==> src/rtl/ahb_reg_pkg.sv <==
`default_nettype none
// +----------------------------------------------------------------------+
// | Package   : ahb_reg_pkg                                              |
// | Purpose   : AHB-Lite encodings and FSM state type shared by the      |
// |             register-block initiator and its neighbours.             |
// | Revision  : 1.0  initial release                                     |
// +----------------------------------------------------------------------+
package ahb_reg_pkg;

   localparam logic [1:0] HTRANS_IDLE   = 2'b00;
   localparam logic [1:0] HTRANS_NONSEQ = 2'b10;
   localparam logic [2:0] HSIZE_WORD    = 3'b010;
   localparam logic [2:0] HBURST_SINGLE = 3'b000;
   localparam logic [1:0] HRESP_OKAY    = 2'b00;
   localparam logic [1:0] HRESP_ERROR   = 2'b01;

   typedef enum logic [1:0] {
      ST_IDLE = 2'd0,
      ST_ADDR = 2'd1,
      ST_DATA = 2'd2,
      ST_RESP = 2'd3
   } ahb_mst_state_t;

endpackage
`default_nettype wire

==> src/rtl/my_test_ahb_reg_master.sv <==
`default_nettype none
// +----------------------------------------------------------------------+
// | Module    : my_test_ahb_reg_master                                   |
// | Purpose   : Single-outstanding AHB-Lite initiator turning a local    |
// |             command/response handshake into 32-bit register reads    |
// |             and writes. Handles wait states, ERROR responses,        |
// |             unaligned-address rejection and a wait-state timeout.    |
// | Ports     : RegClk, RegReset_n (async, active-low)                   |
// |             cmd_*  : command request (valid/ready, write, addr, data)|
// |             rsp_*  : response (valid/ready, rdata, err, timeout)     |
// |             h*     : AHB-Lite master outputs / slave responses       |
// | Revision  : 1.0  initial release                                     |
// +----------------------------------------------------------------------+
module my_test_ahb_reg_master
   import ahb_reg_pkg::*;
#(
   parameter int ADDR_WIDTH = 8,
   parameter int TIMEOUT    = 16   // must be >= 2
) (
   input  logic                  RegClk,
   input  logic                  RegReset_n,
   // command side
   input  logic                  cmd_valid,
   output logic                  cmd_ready,
   input  logic                  cmd_write,
   input  logic [ADDR_WIDTH-1:0] cmd_addr,
   input  logic [31:0]           cmd_wdata,
   // response side
   output logic                  rsp_valid,
   input  logic                  rsp_ready,
   output logic [31:0]           rsp_rdata,
   output logic                  rsp_err,
   output logic                  rsp_timeout,
   // AHB-Lite master
   output logic                  hsel,
   output logic                  hwrite,
   output logic [1:0]            htrans,
   output logic [2:0]            hsize,
   output logic [2:0]            hburst,
   output logic [ADDR_WIDTH-1:0] haddr,
   output logic [31:0]           hwdata,
   input  logic [31:0]           hrdata,
   input  logic [1:0]            hresp,
   input  logic                  hready
);

   localparam int                 c_CNT_W     = $clog2(TIMEOUT);
   localparam logic [c_CNT_W-1:0] c_WAIT_LAST = c_CNT_W'(TIMEOUT - 1);

   ahb_mst_state_t     r_state;
   logic [c_CNT_W-1:0] r_wait_cnt;
   logic [31:0]        r_wdata;

   // Only OKAY/ERROR exist on this bus; the upper response bit carries nothing.
   logic w_unused;
   assign w_unused = hresp[1];

   assign hsize  = HSIZE_WORD;
   assign hburst = HBURST_SINGLE;

   always_ff @(posedge RegClk or negedge RegReset_n) begin
      if (!RegReset_n) begin
         r_state     <= ST_IDLE;
         r_wait_cnt  <= '0;
         r_wdata     <= '0;
         cmd_ready   <= 1'b1;
         rsp_valid   <= 1'b0;
         rsp_rdata   <= '0;
         rsp_err     <= 1'b0;
         rsp_timeout <= 1'b0;
         hsel        <= 1'b0;
         htrans      <= HTRANS_IDLE;
         hwrite      <= 1'b0;
         haddr       <= '0;
         hwdata      <= '0;
      end else begin
         case (r_state)
            ST_IDLE: begin
               // cmd_ready is always high here, so cmd_valid alone is the handshake
               if (cmd_valid) begin
                  cmd_ready <= 1'b0;
                  r_wdata   <= cmd_wdata;
                  if (cmd_addr[1:0] != 2'b00) begin
                     // Unaligned: answer with an error without touching the bus
                     r_state     <= ST_RESP;
                     rsp_valid   <= 1'b1;
                     rsp_err     <= 1'b1;
                     rsp_timeout <= 1'b0;
                     rsp_rdata   <= '0;
                  end else begin
                     r_state <= ST_ADDR;
                     hsel    <= 1'b1;
                     htrans  <= HTRANS_NONSEQ;
                     haddr   <= cmd_addr;
                     hwrite  <= cmd_write;
                  end
               end
            end

            ST_ADDR: begin
               r_state    <= ST_DATA;
               hsel       <= 1'b0;
               htrans     <= HTRANS_IDLE;
               hwdata     <= r_wdata;
               r_wait_cnt <= '0;
            end

            ST_DATA: begin
               if (hready) begin
                  r_state     <= ST_RESP;
                  hwdata      <= '0;
                  rsp_valid   <= 1'b1;
                  rsp_err     <= hresp[0];
                  rsp_timeout <= 1'b0;
                  // hwrite is still held from the address phase
                  rsp_rdata   <= (!hwrite && !hresp[0]) ? hrdata : 32'h0;
               end else if (r_wait_cnt == c_WAIT_LAST) begin
                  // TIMEOUT wait cycles seen: abandon the transfer
                  r_state     <= ST_RESP;
                  hwdata      <= '0;
                  rsp_valid   <= 1'b1;
                  rsp_err     <= 1'b1;
                  rsp_timeout <= 1'b1;
                  rsp_rdata   <= '0;
               end else begin
                  r_wait_cnt <= r_wait_cnt + 1'b1;
               end
            end

            ST_RESP: begin
               if (rsp_ready) begin
                  r_state     <= ST_IDLE;
                  cmd_ready   <= 1'b1;
                  rsp_valid   <= 1'b0;
                  rsp_rdata   <= '0;
                  rsp_err     <= 1'b0;
                  rsp_timeout <= 1'b0;
               end
            end

            default: r_state <= ST_IDLE;
         endcase
      end
   end

endmodule
`default_nettype wire
==> config.mk <==
export PLATFORM = sky130hd
export DESIGN_NAME = my_test_ahb_reg_master
export DESIGN_NICKNAME = d
export VERILOG_FILES = /design/src/rtl/ahb_reg_pkg.sv /design/src/rtl/my_test_ahb_reg_master.sv
export SDC_FILE = /design/constraint.sdc
export NUM_CORES = 1
export LEC_CHECK = 0
export CORE_AREA = 8 8 94 139
export DETAILED_ROUTE_END_ITERATION = 6
export DIE_AREA = 0 0 102 147
export PLACE_DENSITY = 0.77
export REMOVE_ABC_BUFFERS = 1
export SYNTH_ARGS = -nofsm -noshare
export SYNTH_HDL_FRONTEND = slang
export SYNTH_SLANG_ARGS = --single-unit
==> constraint.sdc <==
create_clock -name RegClk -period 1.9 [get_ports RegClk]
set_input_delay 0.19 -clock RegClk [delete_from_list [all_inputs] [get_ports RegClk]]
set_output_delay 0.19 -clock RegClk [all_outputs]
set_load 0.03 [all_outputs]
== Word-level counts from Yosys, hierarchy flattened ==
Index checks and enable logic that the tools add are counted.

* Add/subtract/negate cells: 1
* Eq/ne operators: 11
* Multiplexer cells: 39
* Bitwise operators: 1
* Reductions and logical operators: 17

{| class="wikitable"
|+ Operators by type and width
! operator !! number
|-
| $mux 32 || 7
|-
| $pmux 32 s3 || 1
|-
| $pmux 32 s2 || 1
|-
| $reduce_and 3->1 || 5
|-
| $mux 2 || 7
|-
| $mux 1 || 13
|-
| $ne 2x2->1 const B || 6
|-
| $pmux 1 s3 || 3
|-
| $mux 4 || 2
|-
| $pmux 2 s4 || 1
|-
| $pmux 4 s2 || 1
|-
| $reduce_bool 2->1 || 4
|-
| $reduce_and 5->1 || 1
|-
| $add 4x1->4 const B || 1
|-
| $eq 2x2->1 const B || 2
|-
| $eq 4x4->1 const B || 1
|-
| $pmux 1 s2 || 2
|-
| $pmux 2 s2 || 1
|-
| $reduce_and 2->1 || 2
|-
| $ne 3x3->1 const B || 1
|-
| $reduce_bool 3->1 || 1
|-
| $eq 2x1->1 const B || 1
|-
| $logic_not 1->1 || 2
|-
| $logic_not 2->1 || 1
|-
| 2 further kinds || 2
|}

* Flip-flop bits (word level): 118
* Input port bits: 80
* Output and inout bits: 86
* Word-level logic and storage cells: 82

== Logic depth before layout (Yosys ltp) ==
Gate-level depths: netlist of the first run.

* Depth in word-level cells: 5
* Depth in mapped cells: 9
* Depth with buffers taken out: 6

== Worst setup path after synthesis of the first run ==
OpenSTA, ideal clock, no wires.

* Path type: reg-to-reg
* Start point: reg r_state[0]
* End point: reg r_wait_cnt[1]
* Setup time: 0.129 ns
* Arrival: 1.604 ns
* Data required time: 1.771 ns
* Setup slack: 0.167 ns
* Stages on the path, launching flop included: 8
* Buffers on the path: 1
* Period minus slack after synthesis: 1.733 ns
* Cells stage by stage: dfrtp_1 inv_1 ha_1 clkbuf_1 inv_1 nor3_1 mux2i_1 o2bb2ai_1

* Cells in the longest elaborated chain, start to end: 3
* Elaborated cells between the ends (all ways): 7
* Those cells by class: eq/ne: 4; mux: 1; reduce/logical: 2

{| class="wikitable"
|+ Ends and longest elaborated chain
! what !! line !! RTL
|-
| start, declared || my_test_ahb_reg_master.sv:50 || <nowiki>ahb_mst_state_t r_state;</nowiki>
|-
| start signal, assigned || my_test_ahb_reg_master.sv:63 || <nowiki>r_state <= ST_IDLE;</nowiki>
|-
| start signal, assigned || my_test_ahb_reg_master.sv:85 || <nowiki>r_state <= ST_RESP;</nowiki>
|-
| start signal, assigned || my_test_ahb_reg_master.sv:91 || <nowiki>r_state <= ST_ADDR;</nowiki>
|-
| $eq 2x2->1 / $eq 2x1->1 (equally long branches) || my_test_ahb_reg_master.sv:77 || <nowiki>case (r_state)</nowiki>
|-
| $ne 2x2->1 (no line) / $reduce_bool 2->1 (equally long branches) || - ||
|-
| $reduce_and 3->1 (no line) || - ||
|-
| end signal, assigned || my_test_ahb_reg_master.sv:126 || <nowiki>r_wait_cnt <= r_wait_cnt + 1'b1;</nowiki>
|-
| end, declared || my_test_ahb_reg_master.sv:51 || <nowiki>logic [c_CNT_W-1:0] r_wait_cnt;</nowiki>
|}

Several ways; a longest one is shown, not always the timed one.
A chain may end at the register's enable or synchronous reset.

== Worst setup path in the final report of the first run ==
* Start point: reg cmd_ready
* End point: out cmd_ready

{| class="wikitable"
|+ RTL lines
! what !! line !! RTL
|-
| start, declared || my_test_ahb_reg_master.sv:24 || <nowiki>output logic cmd_ready,</nowiki>
|-
| start signal, assigned || my_test_ahb_reg_master.sv:66 || <nowiki>cmd_ready <= 1'b1;</nowiki>
|-
| start signal, assigned || my_test_ahb_reg_master.sv:81 || <nowiki>cmd_ready <= 1'b0;</nowiki>
|-
| start signal, assigned || my_test_ahb_reg_master.sv:133 || <nowiki>cmd_ready <= 1'b1;</nowiki>
|}

No word-level cell between the ends.

==> flow_metrics.tcl, run 1 <==
set metrics [dict create \
    status "finished clean" \
    cts_tree "done" \
    post_dp_cell_area_um2 6510 \
    synth_top_family_by_area "compound AO/OA/AOI/OAI gates" \
    hold_violations 0 \
    stdcell_area_um2 7140 \
    clk_pin_slew_ns 0.06 \
    gr-max-usage-layer "met2" \
    drv_slew 0 \
    swShare_pct 38.6 \
    initial_core_util_pct 42.4 \
    synth_ff_type "dfrtp_1" \
    hold_path.class "input pin to asynchronous set/reset pin" \
    combPwrFrac_pct 45.0 \
    clock-root-buffer "clkbuf_16" \
    fill_cells 904 \
    setup-tns-final_ns 0 \
    timing.final.ws_setup_ns 0.0741 \
    synth_cells 405 \
    ys_seq_area_share_pct 61.4 \
    slowest_stage "clkdlybuf4s50_1" \
    p_clk_share_pct 24.3 \
    power_mw 12.9 \
    dieArea_um2 15000 \
    yosys.area_share.xor_xnor_pct 0.555 \
    arrival_ns 1.64 \
    grt_pass1_vias 4253 \
    critPathKind "flip-flop to output port" \
    drc 0 \
    synth.distinct_cells 36 \
    numCtsBuffers 17 \
    rr_startpoint "r_state[1]" \
    die_h_um 147 \
    max_freq_mhz 548 \
    via_count 3704 \
    port-buffer-count 157 \
    leakage_nw 3.13 \
    layout.cells.non_filler 734 \
    drt-wirelength-per-cell_um 17.7 \
    core_region_area_um2 11200 \
    drt_first_pass_iters 4 \
    required_ns 1.71 \
    use_met2_pct 29.5 \
    dp_cells 700 \
    synthMuxAreaShare_pct 9.81 \
    path_delay_family "buffers and inverters" \
    gp_congestion 0.745 \
    crit_chain "clkdlybuf4s50_1" \
    cpPeakStageDelay_ns 0.69 \
    peakVddDrop_v 0.00118 \
    fin_hold_ws_ns 0.280 \
    finalCriticalPeriod_ns 1.83 \
    crit_buf_inv 1 \
    grt_use_met3_pct 11.9 \
    cts_sinks 116 \
    overflow 0 \
    startpoint_type "flip-flop" \
    grtUsageMet1_pct 19.0 \
    diodes 0 \
    drt-total-wl_mm 13.0 \
    intPower_mw 7.91 \
    via_per_inst 5.05 \
    grt_max_degree 38 \
    drt_iter0_drc 117 \
    fin_nets 656 \
    antenna_found_initial 0 \
    dp_hpwl_mm 9.36 \
    synthSimpleGateAreaFrac_pct 8.70 \
    clk_latency_ns 0.41 \
    switchingPower_mw 4.97 \
    io_pins 166 \
    finClkSkew_ns 0.0116 \
    synth_seq_cells 116 \
    setup_viol 0 \
    fin_crit_sh_pct 96.1 \
    path_max_fanout 3 \
    clk_path_buf_depth 2 \
    track_usage_pct 18.5 \
    htree_num_levels 4 \
    post_synth.cell_area_avg_um2 11.7 \
    yosys.area_share.adder_pct 1.32 \
    place_ws_ns 0.112 \
    drt.antenna.violating_nets 0 \
    ys_warn_count 0 \
    cap_violations 0 \
    die_x_um 102 \
    powerDensity_nw_per_um2 1800 \
    num_rows 48 \
    layout-drive-gt1-share_pct 17.6 \
    ys_async_sr_fraction_pct 100 \
    synth_compound_area_share_pct 13.1 \
    synth-edff-count 0 \
    p_seq_share_pct 30.7 \
    grt_first_pass_wirelength_mm 21.5 \
    crit_path_start "cmd_ready" \
    syn2layout_area_growth_pct 50.8 \
    fin_util_pct 63.9 \
    rsz0062_at_grt "false" \
    syn_area_um2 4730 \
    cp-end-kind "output port" \
]
flip-flops by register name, summed over array words and instances (netlist names):
signal       flops
hwdata          32
haddr            8
rsp_err          1
rsp_rdata       32
hwrite           1
rsp_timeout      1
htrans           1
rsp_valid        1
r_wdata         32
r_wait_cnt       4
cmd_ready        1
r_state          2
synth_stat cells, drive strengths merged, types with 3 or more instances:
library cell | count | area, um^2
a21oi | 4 | 20.0
a22o | 21 | 184
buf | 26 | 175
clkbuf | 10 | 37.5
dfrtp | 115 | 2880
ha | 5 | 62.6
inv | 6 | 22.5
mux2 | 40 | 454
nand2 | 60 | 225
nand2b | 3 | 18.8
nand3 | 14 | 70.1
nor2 | 7 | 26.3
o21ai | 70 | 350
placed cells by master, fill, tap and decap left out, types with 5 or more instances in the layout:
master,count
o21ai_0,38
ha_1,5
dfrtp_1,115
buf_4,15
buf_12,5
nand3_1,14
nand2_1,59
o21ai_1,31
clkdlybuf4s50_1,156
clkinv_4,5
a22o_1,21
conb_1,7
mux2_2,39
clkbuf_16,17
nor2_1,7
inv_1,5
power by group through the flow:
stage               combinational (mW)  sequential, mW  clock [mW]
floorplan                         2.25            4.91           0
global placement                  5.63            3.92           0
detailed placement                5.74            3.99           0
CTS                               5.79            3.96        3.21
global route                      6.23            4.06        3.33
finish                            5.79            3.95        3.13
layer usage:
layer / routed length [um] / up-vias
li1: - / 1720
met1: 4710 / 1826
met2: 6490 / 142
met3: 1630 / 16
met4: 147 / 0
met5: 0 / -
worst register-to-register path: cells and delay by family, from the launching register on:
family	cells	cell delay, ns
muxes	1	0.24
and+or+nand+nor	1	0.36
adders and majority gates	1	0.36
DFF	1	0.39
buffers and inverters	2	0.23
AOI/OAI and AO/OA	1	0.09
final cells by class:
cell class                      instances  area, um^2  area share (%)
Clock buffer                           18         439            6.15
Tap cell                              150         188            2.63
Multi-Input combinational cell        252        1640            22.9
Inverter                                6        22.5           0.316
Timing Repair Buffer                  178        1800            25.2
Clock inverter                         14         153            2.14
Sequential cell                       116        2900            40.7
path summary, 6_finish.rpt:
check,depth (start not counted),end,slack [ns]
hold reg to reg,2,hwdata[2],0.47
setup reg to reg,6,r_wait_cnt[1],0.10
max in group asynchronous,3,r_wdata[9],0.98
setup / recovery,1,cmd_ready,0.07
hold / removal,2,haddr[2],0.28
min in group RegClk,3,rsp_rdata[14],0.32
kinds of logic (layout without fill, tap and decap cells):
logic type               count (synthesis)  after routing
flip-flops                             116            116
AO/OA/AOI/OAI                          103            103
AND/OR/NAND/NOR                         93             93
buffers and inverters                   42            216
multiplexers                            41             41
adder cells (fa/ha/maj)                  5              5
XOR/XNOR                                 3              3
other                                    2              7
timing repair:
item	in CTS	in global routing
hold buffers	1	0
resized for setup	0	5
buffers inserted	0	1
endpoints found under the setup margin	0	34
hold endpoints to repair	32	0
(Power assumes the default switching activity.)
==> run 2, diff against run 1 <==
clock period = 1.7 ns   (was 1.9 ns; I/O delays follow)
==> flow_metrics.tcl, run 2 (same netlist as run 1, synthesis figures left out) <==
set metrics [dict create \
    clk_latency_ns 0.40 \
    hold_path.class "input pin to asynchronous set/reset pin" \
    arrival_ns 1.93 \
    drt-wirelength-per-cell_um 17.7 \
    path_delay_family "flip-flops" \
    htree_num_levels 4 \
    antenna_found_initial 0 \
    clk_path_buf_depth 2 \
    peakVddDrop_v 0.00117 \
    io_pins 166 \
    numCtsBuffers 17 \
    setup_viol 0 \
    cpPeakStageDelay_ns 0.41 \
    crit_chain "buf_4, ha_1, a21o_1, or2_4, mux2_4" \
    final_common_cell "clkdlybuf4s50_1" \
    drt-total-wl_mm 13.2 \
    diodes 0 \
    swShare_pct 39.0 \
    crit_path_start "r_state[0]" \
    fin_util_pct 64.8 \
    grt_max_degree 47 \
    final_cell_mix "153 x clkdlybuf4s50_1, 115 x dfrtp_1, 59 x nand2_1" \
    crit_buf_inv 1 \
    power_mw 14.5 \
    p_clk_share_pct 23.5 \
    finalCriticalPeriod_ns 1.65 \
    drt_first_pass_iters 4 \
    grt_first_pass_wirelength_mm 21.0 \
    die_h_um 147 \
    startpoint_type "flip-flop" \
    cts_tree "done" \
    combPwrFrac_pct 46.1 \
    clk_pin_slew_ns 0.06 \
    initial_core_util_pct 42.4 \
    gp_congestion 0.818 \
    drt_iter0_drc 108 \
    clock-root-buffer "clkbuf_16" \
    top_regs "hwdata (32), r_wdata (32), rsp_rdata (32)" \
    max_freq_mhz 606 \
    p_seq_share_pct 30.4 \
    core_region_area_um2 11200 \
    r2r_slack_ns 0.05 \
    drv_slew 0 \
    drc 0 \
    port-buffer-count 157 \
    overflow 0 \
    ff2ff_path_depth 5 \
    drt.antenna.violating_nets 0 \
    switchingPower_mw 5.64 \
    reg2reg_to "rsp_err" \
    powerDensity_nw_per_um2 2000 \
    die_x_um 102 \
    grt_pass1_vias 4116 \
    via_count 3735 \
    track_usage_pct 18.0 \
    rsz0062_at_grt "true" \
    required_ns 1.98 \
    fin_nets 668 \
    fin_crit_sh_pct 97.1 \
    rr_startpoint "r_state[0]" \
    intPower_mw 8.84 \
    critPathKind "flip-flop to flip-flop" \
    dp_hpwl_mm 9.50 \
    slowest_stage "dfrtp_1" \
    layout-drive-gt1-share_pct 19.5 \
    hold_violations 0 \
    path_depth 5 \
    leakage_nw 3.19 \
    finClkSkew_ns 0.00556 \
    via_per_inst 5.01 \
    status "finished clean" \
    num_rows 48 \
    dieArea_um2 15000 \
    setup-tns-final_ns 0 \
    cp-endpoint "rsp_err" \
    cts_sinks 116 \
    cp-end-kind "flip-flop" \
    syn2layout_area_growth_pct 52.9 \
    path_max_fanout 4 \
    fin_hold_ws_ns 0.183 \
    cap_violations 0 \
]
## run 2: cell types whose count changed in the layout (fill, tap and decap cells not counted), sizes merged
cell,before,now
buf,21,33
bufinv,2,1
clkbuf,18,17
clkdlybuf4s50,156,153
clkinv,8,5
clkinvlp,1,3
dlygate4sd2,0,2
dlymetal6s2s,0,1
inv,9,12
## run 2: worst min path at each step
| stage | startpoint | end | slack [ns] |
|---|---|---|---|
| 5_1_grt | RegReset_n | rsp_rdata[21] | 0.19 |
| 6_report | RegReset_n | rsp_rdata[21] | 0.18 |
| 4_1_cts | RegReset_n | r_wait_cnt[3] | 0.17 |
| 3_3_place_gp | RegReset_n | rsp_rdata[15] | 0.06 |
| 3_5_place_dp | RegReset_n | rsp_rdata[10] | 0.06 |
| 2_1_floorplan | RegReset_n | haddr[0] | -0.13 |
## run 2: timing repair
action	in CTS	in global routing
hold endpoints to repair	116	0
resized for setup	9	4
pin swaps	0	0
setup buffers	0	1
hold buffers	1	0
setup endpoints to repair	35	49
## run 2: power by group through the flow
stage               sequential (mW)  combinational, mW  clock, mW
floorplan                      5.49               2.52          0
global placement               4.36               6.50          0
detailed placement             4.44               6.63          0
CTS                            4.40               6.73       3.48
global route                   4.52               7.17       3.57
finish                         4.40               6.67       3.41
## run 2: routing by layer
layer | global-route usage, % | routed length, um | up-vias
li1 | - | - | 1743
met1 | 18.7 | 4810 | 1846
met2 | 29.4 | 6680 | 135
met3 | 10.3 | 1550 | 11
met4 | 5.90 | 147 | 0
met5 | 0 | 0 | -
## run 2: area by class of cell
cell class	count	area (um^2)
clock buffer	17	425
clock inverter	15	149
fill	880	3940
inverter	6	22.5
multi-input combinational	252	1650
sequential	116	2900
tap	150	188
timing repair buffer	190	1900
## run 2: per-stage QoR
step / cells / worst slack [ns] / instance area [um^2]
floorplan: 374 / -1.11 / 4540
global placement: 712 / -0.0102 / 6610
detailed placement: 712 / -0.102 / 6610
CTS: 745 / 0.0217 / 7220
global route: 746 / -0.0346 / 7240
finish: 746 / 0.0498 / 7240
